<file path="config.mk">
export PLATFORM = sky130hd
export DESIGN_NAME = draw_sequencer
export DESIGN_NICKNAME = d
export VERILOG_FILES = /design/src/rtl/draw_seq_pkg.sv /design/src/rtl/prio_pick.sv /design/src/rtl/draw_sequencer.sv
export SDC_FILE = /design/constraint.sdc
export NUM_CORES = 1
export LEC_CHECK = 0
export ABC_AREA = 1
export BUFFER_PORTS_ARGS = -buffer_cell sky130_fd_sc_hd__clkbuf_2
export CELL_PAD_IN_SITES_DETAIL_PLACEMENT = 1
export CELL_PAD_IN_SITES_GLOBAL_PLACEMENT = 1
export CORE_ASPECT_RATIO = 0.5
export CORE_MARGIN = 3
export CORE_UTILIZATION = 37
export DETAILED_ROUTE_END_ITERATION = 16
export PLACE_DENSITY = 0.85
export SYNTH_ARGS = -nofsm -noshare
export SYNTH_HDL_FRONTEND = slang
export SYNTH_SLANG_ARGS = --single-unit
</file>
<file path="constraint.sdc">
create_clock -name clk -period 1.87 [get_ports clk]
set_input_delay 0.374 -clock clk [delete_from_list [all_inputs] [get_ports clk]]
set_output_delay 0.374 -clock clk [all_outputs]
set_load 0.005 [all_outputs]
</file>
<file path="src/rtl/draw_seq_pkg.sv">
// draw_seq_pkg: state encoding and small helpers shared by the draw sequencer.
// Feature macro used by the sequencer: DRAW_SEQ_TIMEOUT_EN (plot watchdog).
package draw_seq_pkg;

  typedef enum logic [3:0] {
    IDLE       = 4'd0,
    DRAW_START = 4'd1,
    WAIT_BG    = 4'd2,
    DRAW_BG    = 4'd3,
    SELECT     = 4'd4,
    WAIT_OVL   = 4'd5,
    DRAW_OVL   = 4'd6,
    WAIT_TICK  = 4'd7
  } state_t;

  // Width of an index into an n-wide vector; never zero so a 1-channel build stays legal.
  function automatic int idx_width(input int n);
    return (n > 1) ? $clog2(n) : 1;
  endfunction

endpackage

</file>
<file path="src/rtl/prio_pick.sv">
// prio_pick: lowest-set-bit search. Bit 0 wins; valid flags any request at all.
module prio_pick
  import draw_seq_pkg::*;
#(
  parameter int WIDTH = 6,
  parameter int IDX_W = idx_width(WIDTH)
) (
  input  logic [WIDTH-1:0] req,
  output logic [IDX_W-1:0] idx,
  output logic             valid
);

  // Scan from the top down so the last hit written is the lowest set bit.
  always_comb begin
    idx = '0;
    for (int i = WIDTH - 1; i >= 0; i--) begin
      if (req[i]) idx = IDX_W'(i);
    end
  end

  assign valid = |req;

endmodule

</file>
<file path="src/rtl/draw_sequencer.sv">
// draw_sequencer: steps the plotter through start screen, background and
// status overlays once per frame, flagging frames whose tick arrives mid-draw.
// Optional feature macro: DRAW_SEQ_TIMEOUT_EN adds a plot watchdog that forces
// completion after TIMEOUT_CYCLES cycles in a draw state and sets plot_timeout.
module draw_sequencer
  import draw_seq_pkg::*;
#(
  parameter int NUM_STATUS     = 6,
  parameter int SEQ_MODE       = 0,
  parameter int TIMEOUT_CYCLES = 1 << 20
) (
  input  logic                                clk,
  input  logic                                resetn,
  input  logic                                go,
  input  logic                                go_start,
  input  logic                                plot_done,
  input  logic                                frame_tick,
  input  logic [NUM_STATUS-1:0]               status_en,
  output logic                                draw_scrn_start,
  output logic                                draw_scrn_game_bg,
  output logic [NUM_STATUS-1:0]               draw_ovl,
  output logic [idx_width(NUM_STATUS)-1:0]    ovl_idx,
  output logic                                frame_overrun,
  output logic                                plot_timeout,
  output logic [3:0]                          current_state
);

  localparam int IDX_W = idx_width(NUM_STATUS);

  if (NUM_STATUS < 1 || NUM_STATUS > 16) begin : g_bad_num_status
    $error("draw_sequencer: NUM_STATUS must be 1..16");
  end
  if (SEQ_MODE != 0 && SEQ_MODE != 1) begin : g_bad_seq_mode
    $error("draw_sequencer: SEQ_MODE must be 0 or 1");
  end
  if (TIMEOUT_CYCLES < 2) begin : g_bad_timeout
    $error("draw_sequencer: TIMEOUT_CYCLES must be at least 2");
  end

  state_t                state;
  state_t                state_nxt;
  logic [NUM_STATUS-1:0] pending;
  logic [NUM_STATUS-1:0] snap_mask;
  logic [NUM_STATUS-1:0] ovl_mask;
  logic                  tick_pending;
  logic [IDX_W-1:0]      pend_idx;
  logic                  pend_valid;
  logic                  done_eff;
  logic                  overrun_state;

  // The overlay picked in SELECT is always the lowest outstanding request.
  prio_pick #(.WIDTH(NUM_STATUS), .IDX_W(IDX_W)) u_pick_pending (
    .req   (pending),
    .idx   (pend_idx),
    .valid (pend_valid)
  );

  if (SEQ_MODE == 0) begin : g_snap_single
    logic [IDX_W-1:0] snap_idx;
    logic             snap_valid;

    // Single-overlay mode keeps only the highest-priority request of the snapshot.
    prio_pick #(.WIDTH(NUM_STATUS), .IDX_W(IDX_W)) u_pick_snap (
      .req   (status_en),
      .idx   (snap_idx),
      .valid (snap_valid)
    );
    assign snap_mask = snap_valid ? (NUM_STATUS'(1) << snap_idx) : '0;
  end else begin : g_snap_all
    assign snap_mask = status_en;
  end

  assign ovl_mask      = NUM_STATUS'(1) << ovl_idx;
  assign overrun_state = !(state inside {IDLE, DRAW_START, WAIT_TICK});

`ifdef DRAW_SEQ_TIMEOUT_EN
  localparam int CNT_W = $clog2(TIMEOUT_CYCLES);

  logic [CNT_W-1:0] dwell_cnt;
  logic             in_draw;
  logic             timeout_hit;

  assign in_draw     = state inside {DRAW_START, DRAW_BG, DRAW_OVL};
  assign timeout_hit = in_draw && (dwell_cnt == CNT_W'(TIMEOUT_CYCLES - 1));
  assign done_eff    = plot_done | timeout_hit;

  // Watchdog: count cycles spent in one draw state, restart on any state change.
  always_ff @(posedge clk or negedge resetn) begin
    if (!resetn) begin
      dwell_cnt    <= '0;
      plot_timeout <= 1'b0;
    end else begin
      if (state_nxt != state) begin
        dwell_cnt <= '0;
      end else if (in_draw && !timeout_hit) begin
        dwell_cnt <= dwell_cnt + CNT_W'(1);
      end
      if (timeout_hit) plot_timeout <= 1'b1;
    end
  end
`else
  assign done_eff     = plot_done;
  assign plot_timeout = 1'b0;
`endif

  // State register.
  always_ff @(posedge clk or negedge resetn) begin
    if (!resetn) state <= IDLE;
    else         state <= state_nxt;
  end

  // Next-state logic; plot_done only matters in the draw states that wait on it.
  always_comb begin
    state_nxt = state;
    unique case (state)
      IDLE:       if (go)       state_nxt = DRAW_START;
      DRAW_START: if (go_start) state_nxt = WAIT_BG;
      WAIT_BG:    if (go)       state_nxt = DRAW_BG;
      DRAW_BG:    if (done_eff) state_nxt = SELECT;
      SELECT:     state_nxt = pend_valid ? WAIT_OVL : WAIT_TICK;
      WAIT_OVL:   if (go)       state_nxt = DRAW_OVL;
      DRAW_OVL:   if (done_eff) state_nxt = SELECT;
      WAIT_TICK:  if (frame_tick || tick_pending) state_nxt = DRAW_BG;
      default:    state_nxt = IDLE;
    endcase
  end

  // Moore plot enables decoded from the current state only.
  always_comb begin
    draw_scrn_start   = (state == DRAW_START);
    draw_scrn_game_bg = (state == DRAW_BG);
    draw_ovl          = (state == DRAW_OVL) ? ovl_mask : '0;
  end

  assign current_state = state;

  // Overlay bookkeeping, missed-tick memory and the overrun pulse.
  always_ff @(posedge clk or negedge resetn) begin
    if (!resetn) begin
      pending       <= '0;
      tick_pending  <= 1'b0;
      ovl_idx       <= '0;
      frame_overrun <= 1'b0;
    end else begin
      frame_overrun <= frame_tick & overrun_state;

      if (state == DRAW_BG && done_eff) begin
        pending <= snap_mask;
      end else if (state == DRAW_OVL && done_eff) begin
        pending <= pending & ~ovl_mask;
      end

      if (state == SELECT && pend_valid) ovl_idx <= pend_idx;

      if (frame_tick && overrun_state) begin
        tick_pending <= 1'b1;
      end else if (state == WAIT_TICK && (frame_tick || tick_pending)) begin
        tick_pending <= 1'b0;
      end
    end
  end

endmodule

</file>
# After elaboration in Yosys (flattened, before gate mapping)
# Cells that the tools add are included.
# word_totals
ff_bits	15
input_bits	12
out_inout_bits	17
word_cells	64
# classes
eq_ne	13
shift	2
n_mux	26
bitwise	3
n_reduce_logical	15
# op_table
op	count
$mux 3	12
$pmux 4 s7	1
$mux 4	6
$mux 6	4
$eq 4x3->1 const B	4
$reduce_or 6->1	2
$shl 1x3->6 const A	2
$ne 2x2->1 const B	5
$eq 4x2->1 const B	2
$and 6x6->6	1
$not 6->6	1
$reduce_and 6->1	1
$logic_and 1x1->1	5
$eq 4x1->1 const B	1
$logic_not 4->1	1
$reduce_bool 2->1	2
$reduce_bool 3->1	1
$mux 1	2
$mux 2	1
$ne 2x1->1 const B	1
$reduce_or 2->1	1
$and 1x1->1	1
$logic_not 1->1	1
$logic_or 1x1->1	1

# Depth between registers and ports, before layout
# depth
depth_word	9
depth_mapped	9
ltp_nobuf	8

# Hierarchy
# A second synthesis with hierarchy kept.
# hier_totals
cells_unflattened	158
area_unflattened_um2	1076.0
# modules_own_cells
mod	instances	cells_per_inst	area_per_inst_um2	seq_area_each_um2
draw_sequencer	1	128	930.9	350.3
prio_pick	2	15	72.6	0.0

# Worst setup path after synthesis
# No wires, ideal clock.
# synth_timing
path_type	register -> output
startpoint	register state[0] (netlist: current_state[0])
endpoint	output draw_ovl[2]
arrival_ns	0.942
required_time_ns	1.496
path_slack_ns	0.554
path_stages_with_launch	4
n_path_buf	0
cell_sequence	dfrtp_1 -> inv_2 -> nand3_2 -> nor4_1
# synth_via
elab_chain_len	2
# synth_rtl
item	line_no	source
from (decl)	draw_sequencer.sv:40	state_t state;
from (signal assigned)	draw_sequencer.sv:109	else state <= state_nxt;
$eq 4x3->1	draw_sequencer.sv:132	draw_ovl = (state == DRAW_OVL) ? ovl_mask : '0;
$mux 6	draw_sequencer.sv:132	
to (decl)	draw_sequencer.sv:21	output logic [NUM_STATUS-1:0] draw_ovl,
# No other way between the ends.

# Worst setup path after layout
# Same ends and word-level chain as after synthesis.

==> implementation parameters <==
Parameter                              Value

Synthesis
  Primary FF master, synth    sky130_fd_sc_hd__dfrtp_1
  Post-synthesis sequential element count    14
  Top cell type by total area after synthesis    sky130_fd_sc_hd__dfrtp_1
  Sequential share of the synthesized area    35.4%
  Post-Syn Instances    146
  Xor and xnor area share after synthesis    0%
  Dominant combinational cell family by area after synthesis    simple AND/OR/NAND/NOR gates
  Async S/R FF share, synth    100%
  Post-synth EDFFs    0
  Share of Yosys cell area claimed by the top area cell type    35.4%
  Portion of netlist area occupied by mux cells    0%
  Top cells by instance count after synthesis    sky130_fd_sc_hd__nand2_1, sky130_fd_sc_hd__nand3_1, sky130_fd_sc_hd__nor2_1
  Syn Area/Cell    6.79 µm²
  Top post-synthesis cells by area    sky130_fd_sc_hd__dfrtp_1, sky130_fd_sc_hd__nand2_1, sky130_fd_sc_hd__nand3_1
  Number of unique standard cell types used by synthesis    25
  Compound-Gate Fraction of Synth Area    7.95%
  Synth warnings    0
  Most common cell in the netlist    sky130_fd_sc_hd__nand2_1
  Cell area after technology mapping    991 µm²
  Share of synthesized cell area in full adder, half adder and majority cells    0%
  Area share of and/or/nand/nor cells after synthesis    46.1%

STA
  Time the final worst path needs with I/O delays and setup    1.85 ns
  Max Transition Viols Final    0
  Layout Skew    0.000455 ns
  Setup WS post-layout    0.0236 ns
  Final count of negative-setup-slack endpoints    0
  Post-route fraction of the period consumed by the critical path    98.7%
  Worst Hold Slack    0.0368 ns
  Final-report hold violation count    0
  Fmax    542 MHz

Cells and area
  Final net count    187
  Utilization after layout    50.9%
  Share of final-layout standard cells stronger than drive strength 1    29.5%
  Diodes inserted    0
  Post-Layout Inst Area    1210 µm²
  Area added between synthesis and finish    21.8%
  Fillcell total    338

Route
  Overall via count from detail_route    1035
  Total wirelength of the detailed-routed design    2.75 mm
  First-iteration detailed-routing DRC count    23
  DRT antenna net count    0
  First-pass detailed-route iteration total    4
  Via/cell ratio    4.98
  Number of remaining DRC errors    0
  Wire length per cell    13.2 µm

Placed design
  Final weighted congestion in routability-driven placement    0.844
  Quantity of I/O buffers inserted on ports    26
  Post-Place Worst Slack    0.342 ns
  Post-detailed-placement cell area    1150 µm²
  Hpwl dp    2.13 mm

Pwr
  Leakage power summed over all cells    0.635 nW
  Worst supply voltage drop on vdd    0.420 mV
  Pwr Density    1330 nW/µm²

Worst setup path
  CP Data Arrival Time    1.47 ns
  Top fanout value on the critical path    8
  Critical path endpoint category    output pin
  Endpoint required time on the critical path    1.50 ns
  Startpoint class of the critical path    flop
  Kind of critical path    flop to output pin

Die
  Die Y    42.6 µm
  Placeable Area    2370 µm²
  X dimension of the die    79.2 µm
  Site Rows    12
  Die area    3370 µm²
  Effective utilization at floorplan    41.8%
  Boundary pin count    29

Clocking
  Count of hold-fix buffers inserted at cts    0
  Clk pin slew, worst setup/hold paths    0.06 ns
  Clock tree from TritonCTS    yes
  Clock latency at the later pin of the worst-skew pair    0.24 ns
  Root buf cell    sky130_fd_sc_hd__clkbuf_8
  Total CTS buffers    3
  Maximum count of clock buffers along a single path    2
  CTS HTree Levels    1
  Num Clock Sinks    14

Global route
  Global-route wire length before repair    4.66 mm
  Total congestion overflow    0
  GRT Total Usage    17.3%
  Via count of the first global-routing pass    1059
  Antenna violations before repair    0
  Largest net degree at the start of global routing    15

Worst hold path
  Class of the most critical hold timing path    primary input to asynchronous set/reset pin

Flow run
  Max_cap viols    0

Run status
  Result of the run    completed
## registers in the layout (all words and copies together) (netlist names)
name / flops
tick_pending: 1
frame_overrun: 1
ovl_idx: 3
pending: 6
current_state: 3
## placed cells by master, fill, tap and decap left out, types with 2 or more instances in the layout
cell type                  instances
sky130_fd_sc_hd__a21oi_1           3
sky130_fd_sc_hd__clkbuf_2         26
sky130_fd_sc_hd__clkbuf_8          3
sky130_fd_sc_hd__conb_1            2
sky130_fd_sc_hd__dfrtp_1          14
sky130_fd_sc_hd__inv_1            15
sky130_fd_sc_hd__inv_2             4
sky130_fd_sc_hd__nand2_1          35
sky130_fd_sc_hd__nand2_2           3
sky130_fd_sc_hd__nand3_1          19
sky130_fd_sc_hd__nor2_1           17
sky130_fd_sc_hd__nor2_2            6
sky130_fd_sc_hd__nor3_1            3
sky130_fd_sc_hd__nor3_4            2
sky130_fd_sc_hd__o21ai_0           7
## cell families (layout without fill, tap and decap cells)
kind of cell | Yosys count | count (layout)
other | 1 | 2
flip-flops | 14 | 14
AO/OA/AOI/OAI | 14 | 14
buffers and inverters | 23 | 49
AND/OR/NAND/NOR | 94 | 94
## critical path: stages, from the launching register on
cell	delay (ns)
sky130_fd_sc_hd__dfrtp_1	0.47
sky130_fd_sc_hd__inv_2	0.18
sky130_fd_sc_hd__nand3_4	0.14
sky130_fd_sc_hd__nor4_1	0.25
sky130_fd_sc_hd__clkbuf_2	0.18
## worst paths after layout
path | startpoint | slack, ns | cells past startpoint | endpoint
setup / recovery | current_state[0] | 0.02 | 4 | draw_ovl[2]
hold / removal | resetn | 0.04 | 1 | tick_pending
setup reg to reg | current_state[1] | 0.33 | 7 | current_state[1]
hold reg to reg | tick_pending | 0.49 | 2 | tick_pending
max in group asynchronous | resetn | 1.56 | 1 | pending[0]
min in group clk | status_en[2] | 0.38 | 3 | pending[2]
## cell type report
cell class                 instances  area [µm²]  share of cell area (%)
tap                               35        43.8                    3.63
multi-input combinational        110         563                    46.6
timing repair buffer              27         138                    11.4
inverter                          19        71.3                    5.91
sequential                        14         350                    29.0
clock buffer                       3        41.3                    3.42
## metal layers
layer	part of all wire, %	GRT usage [%]
met2	49	30.4
met1	47	22.1
met3	3.7	3.86
met4	0.66	3.08
met5	0	0
## stage by stage
stage               cells  power [W]  TNS (ns)
finish                208    0.00160         0
global route          208    0.00177   -0.0440
CTS                   208    0.00160         0
detailed placement    205    0.00134         0
global placement      205    0.00131         0
floorplan             147    0.00110         0
## power by group
group	internal [W]	total (W)	switching, W
Combinational	0.000292	0.000792	0.000500
Sequential	0.000412	0.000565	0.000153
Clock	0.000143	0.000248	0.000106
Total	0.000846	0.00160	0.000759
## repair_timing
item / in CTS / in global routing
buffers inserted: 0 / 0
endpoints found under the setup margin: 0 / 3
resized for setup: 0 / 3
Power figures use the tool's default switching activity.
